[src/rtl/hazard_pkg.sv]
// Shared definitions for the register-hazard scoreboard: latency classes,
// default register-file geometry and a latency clamp helper.
package hazard_pkg;

    localparam int unsigned LAT_ALU          = 1;
    localparam int unsigned LAT_LOAD         = 2;
    localparam int unsigned LAT_MULDIV       = 4;

    localparam int unsigned DEFAULT_NUM_REGS = 32;
    localparam int unsigned DEFAULT_REG_W    = $clog2(DEFAULT_NUM_REGS);

    typedef logic [DEFAULT_REG_W-1:0] reg_num_t;

    // Latency 0 behaves like an ALU op; anything above max_lat is clamped.
    function automatic int unsigned eff_lat(input int unsigned lat,
                                            input int unsigned max_lat);
        if (lat == 0) begin
            return 1;
        end
        if (lat > max_lat) begin
            return max_lat;
        end
        return lat;
    endfunction

endpackage

[src/rtl/sb_counter.sv]
// Per-register pending-result down-counter: load wins over decrement,
// hold freezes the count, busy flags a not-yet-forwardable result.
module sb_counter #(
    parameter int unsigned LAT_W = 3
) (
    input  logic             clk,
    input  logic             rst,
    input  logic             hold_i,
    input  logic             load_i,
    input  logic [LAT_W-1:0] load_val_i,
    output logic             busy_o
);

    logic [LAT_W-1:0] cnt_q;
    logic [LAT_W-1:0] cnt_d;

    always_comb begin
        cnt_d = cnt_q;
        if (!hold_i) begin
            if (load_i) begin
                cnt_d = load_val_i;
            end else if (cnt_q != '0) begin
                cnt_d = cnt_q - LAT_W'(1);
            end
        end
    end

    always_ff @(posedge clk or posedge rst) begin
        if (rst) begin
            cnt_q <= '0;
        end else begin
            cnt_q <= cnt_d;
        end
    end

    assign busy_o = (cnt_q != '0);

endmodule

[src/rtl/hazard_scoreboard.sv]
// Register-hazard scoreboard beside ID: one down-counter per register,
// stall while any used source is pending, saturating stall-cycle counter.
module hazard_scoreboard
    import hazard_pkg::*;
#(
    parameter int unsigned NUM_REGS = DEFAULT_NUM_REGS,
    parameter int unsigned NUM_SRC  = 2,
    parameter int unsigned MAX_LAT  = LAT_MULDIV,
    parameter int unsigned REG_W    = $clog2(NUM_REGS),
    parameter int unsigned LAT_W    = $clog2(MAX_LAT + 1)
) (
    input  logic                     clk,
    input  logic                     rst,
    input  logic                     id_valid,
    input  logic [NUM_SRC*REG_W-1:0] id_src_num,
    input  logic [NUM_SRC-1:0]       id_src_used,
    input  logic                     id_dst_we,
    input  logic [REG_W-1:0]         id_dst_num,
    input  logic [LAT_W-1:0]         id_lat,
    input  logic                     flush,
    input  logic                     pipe_hold,
    output logic                     stall_id,
    output logic                     issue,
    output logic [31:0]              stall_cycles
);

    // Busy vector spans every encodable register number so that lookups
    // never index past the end; slots outside the register file read idle.
    localparam int unsigned NUM_SLOTS = 1 << REG_W;

    logic [NUM_SLOTS-1:0] busy;
    logic                 hz;
    logic                 dst_load;
    logic [LAT_W-1:0]     load_val;
    logic [31:0]          stall_cycles_q;
    logic [31:0]          stall_cycles_d;

    always_comb begin
        logic [REG_W-1:0] src;
        hz  = 1'b0;
        src = '0;
        for (int unsigned i = 0; i < NUM_SRC; i++) begin
            src = id_src_num[i*REG_W +: REG_W];
            if (id_src_used[i] && (src != '0) && busy[src]) begin
                hz = 1'b1;
            end
        end
    end

    assign stall_id = id_valid && !flush && hz;
    assign issue    = id_valid && !flush && !hz && !pipe_hold;
    assign dst_load = issue && id_dst_we && (id_dst_num != '0);
    assign load_val = LAT_W'(eff_lat(32'(id_lat), MAX_LAT) - 1);

    for (genvar r = 0; r < NUM_SLOTS; r++) begin : g_reg
        if ((r >= 1) && (r < NUM_REGS)) begin : g_cnt
            sb_counter #(
                .LAT_W (LAT_W)
            ) u_cnt (
                .clk        (clk),
                .rst        (rst),
                .hold_i     (pipe_hold),
                .load_i     (dst_load && (id_dst_num == REG_W'(r))),
                .load_val_i (load_val),
                .busy_o     (busy[r])
            );
        end else begin : g_zero
            assign busy[r] = 1'b0;
        end
    end

    always_comb begin
        stall_cycles_d = stall_cycles_q;
        if (stall_id && (stall_cycles_q != '1)) begin
            stall_cycles_d = stall_cycles_q + 32'd1;
        end
    end

    always_ff @(posedge clk or posedge rst) begin
        if (rst) begin
            stall_cycles_q <= '0;
        end else begin
            stall_cycles_q <= stall_cycles_d;
        end
    end

    assign stall_cycles = stall_cycles_q;

endmodule

[config.mk]
export PLATFORM = sky130hd
export DESIGN_NAME = hazard_scoreboard
export DESIGN_NICKNAME = d
export VERILOG_FILES = /design/src/rtl/hazard_pkg.sv /design/src/rtl/sb_counter.sv /design/src/rtl/hazard_scoreboard.sv
export SDC_FILE = /design/constraint.sdc
export NUM_CORES = 1
export LEC_CHECK = 0
export CORE_AREA = 3 3 123 137
export DETAILED_ROUTE_END_ITERATION = 8
export DIE_AREA = 0 0 126 140
export HOLD_SLACK_MARGIN = 0.02
export PLACE_DENSITY = 0.72
export SLEW_MARGIN = 20
export SYNTH_ARGS = -nofsm -noshare
export SYNTH_HDL_FRONTEND = slang
export SYNTH_SLANG_ARGS = --single-unit
[constraint.sdc]
create_clock -name clk -period 5.85 [get_ports clk]
set_clock_uncertainty 0.05 [all_clocks]
set_input_delay 1.4625 -clock clk [delete_from_list [all_inputs] [get_ports clk]]
set_output_delay 1.4625 -clock clk [all_outputs]
set_load 0.03 [all_outputs]
==> flow_summary.json <==
{
  "io_pins": 60,
  "yosysWarnings": 0,
  "synth_simple_gate_area_share_pct": 17.5,
  "start_util_pct": 51.5,
  "cts.path.max_buffers": 2,
  "syn_to_final_growth_pct": 16.8,
  "ys_seq_area_share_pct": 38.9,
  "worstSetupStartpointType": "primary input",
  "worst_pin_slew_ns": 1.03,
  "firstDrtPassIters": 5,
  "synth_fa_ha_area_share_pct": 9.96,
  "synthMuxAreaShare_pct": 7.77,
  "vias": 6582,
  "ctsResizeCount": 0,
  "synth_cells": 832,
  "synth_common_cells": "125 x dfrtp_1, 101 x inv_1, 94 x nand3_1, 75 x nor2_1, 64 x ha_1",
  "globalplace.congestion": 0.892,
  "ys_types": 52,
  "fin_crit_sh_pct": 94.3,
  "rows": 48,
  "clk_latency_ns": 0.43,
  "relSlewSlack_pct": 30.9,
  "final.fill_count": 1347,
  "overflow": 0,
  "synth_top_area_share_pct": 38.9,
  "hold_depth": 1,
  "cp.required_ns": 4.34,
  "ant_nets": 0,
  "synth-compound-area-share_pct": 15.6,
  "syn_area_um2": 8040,
  "die_w_um": 126,
  "wl_per_cell_um": 17.6,
  "grtUsageTotal_pct": 22.6,
  "drtIter0Drc": 446,
  "post_cts_buffers": 0,
  "layout_min_cycle_time_ns": 5.52,
  "wirelength_um": 19300,
  "hold-path-endpoint": "stall_cycles[17]",
  "yosysMostFrequentCell": "dfrtp_1",
  "antenna_found_initial": 1,
  "synth_fp_nets": 922,
  "drc": 0,
  "endpoint_kind": "primary output",
  "status": "completed",
  "r2r_slack_ns": 2.00,
  "synthArstFlopShare_pct": 100,
  "rr_worst_depth": 11,
  "htree_levels": 4,
  "hp-start": "stall_cycles[17]",
  "report.final.setup_viol": 0,
  "syn_avg_cell_area_um2": 9.66,
  "cts_buffers": 17,
  "portBuffers": 59,
  "pwr_density_cell_nw_per_um2": 443,
  "grt_pass1_wl_um": 32400,
  "rsz0062_at_grt": "no",
  "synth_edf_count": 0,
  "die-area_um2": 17600,
  "vdd.ir_drop.worst_uv": 201,
  "max-cap-violations": 0,
  "vias_per_cell": 5.98,
  "cts.sinks": 125,
  "utilization_pct": 60.1,
  "yosys.area.top_type": "dfrtp_1",
  "p_leak_nw": 4.41,
  "synth-main-ff-cell": "dfrtp_1",
  "dp_hpwl_um": 13600,
  "diodes": 0,
  "hold_class": "reg2reg",
  "grt_max_degree": 97,
  "fin_setup_tns_ns": 0,
  "fmaxAchievable_ghz": 0.181,
  "synth_xor_area_share_pct": 3.70,
  "synth.area.top_cells": "dfrtp_1 39%, ha_1 10%, o221a_2 8.1%, nand3_1 5.9%, inv_1 4.7%",
  "worstReg2RegStart": "g_reg[26].g_cnt.u_cnt.cnt_q[0]",
  "die_y_um": 140,
  "nets": 977,
  "slew_violations": 0,
  "core_area_um2": 15600,
  "timing.rr.end": "stall_cycles[1]",
  "clockRootBuffer": "clkbuf_16",
  "crit_arrival_ns": 4.00,
  "path_clk_slew_ns": 0.06,
  "synth_top_family_by_area": "simple AND/OR/NAND/NOR gates",
  "criticalPathCategory": "in2out",
  "crit_fanout": 5,
  "grt_pass1_vias": 6394,
  "ys_ff_latch": 125,
  "cts_tree": "built",
  "timing.final.hold_violations": 0,
  "hold_buffers": 0,
  "drive_gt1_share_pct": 14.2
}
## metal layers
layer	wire, µm	up-vias	GRT usage, %
met1	8610	3233	30.5
met3	940	32	4.31
met4	397	2	7.79
li1	-	3151	-
met5	10	-	0
met2	9370	164	36.8
## cell type report
class | instances | area, µm² | area share, %
Multi-Input combinational cell | 573 | 4390 | 46.8
Clock buffer | 20 | 447 | 4.76
Sequential cell | 125 | 3130 | 33.3
Timing Repair Buffer | 69 | 656 | 6.98
Inverter | 101 | 382 | 4.06
Tap cell | 200 | 250 | 2.66
Clock inverter | 12 | 138 | 1.47
## state kept, by name (all words and copies together), names as in the netlist
register and count:
stall_cycles 32, g.g_cnt.u_cnt.cnt_q 93
## worst max-delay path, cell delays in order
cell             delay, ns
clkdlybuf4s50_1       0.65
mux4_2                0.54
mux2_2                0.28
a311oi_2              0.30
a32oi_2               0.17
or2_0                 0.29
inv_1                 0.12
buf_4                 0.18
## kinds of logic (layout without fill, tap and decap cells)
| logic type | after synthesis | after routing |
|---|---|---|
| fa+ha+maj | 64 | 64 |
| mux | 47 | 47 |
| xor+xnor | 34 | 34 |
| flops | 125 | 125 |
| simple gates | 277 | 277 |
| buf+inv | 134 | 202 |
| compound gates | 151 | 151 |
## per-stage QoR
step	power, W	std cells	hold slack (ns)	cell area, µm²	setup slack [ns]
detailed placement	0.00312	1068	0.429	8810	0.326
global placement	0.00304	1068	0.423	8810	0.392
finish	0.00416	1100	0.441	9390	0.335
CTS	0.00418	1100	0.441	9390	0.320
global route	0.00451	1100	0.449	9390	0.223
floorplan	0.00272	832	0.406	8040	0.915
## placed cells by master, fill, tap and decap left out, drive strengths merged, types with 13 or more instances in the layout
master / netlist / final
a21oi: 37 / 37
buf: 12 / 13
clkbuf: 21 / 20
clkdlybuf4s50: 0 / 56
dfrtp: 125 / 125
ha: 64 / 64
inv: 101 / 103
mux2i: 32 / 32
nand2: 28 / 28
nand2b: 13 / 13
nand3: 94 / 94
nand4: 16 / 16
nor2: 75 / 75
o221a: 58 / 58
o22ai: 23 / 23
xnor2: 28 / 28
## power breakdown
group	switching [W]	internal (W)
combinational	0.000856	0.000859
clock	0.000411	0.000641
sequential	0.000190	0.00121
total	0.00146	0.00271
## worst max path at each step
stage             startpoint  endpoint  slack [ns]  cells after the start
2_1_floorplan  id_src_num[5]  stall_id        0.92                      8
3_3_place_gp   id_src_num[5]  stall_id        0.39                      8
3_5_place_dp   id_src_num[5]  stall_id        0.33                      8
4_1_cts        id_src_num[5]  stall_id        0.32                      8
5_1_grt        id_src_num[5]  stall_id        0.22                      8
6_report       id_src_num[5]  stall_id        0.33                      8
Note: power is estimated with default switching activity, not from simulation.
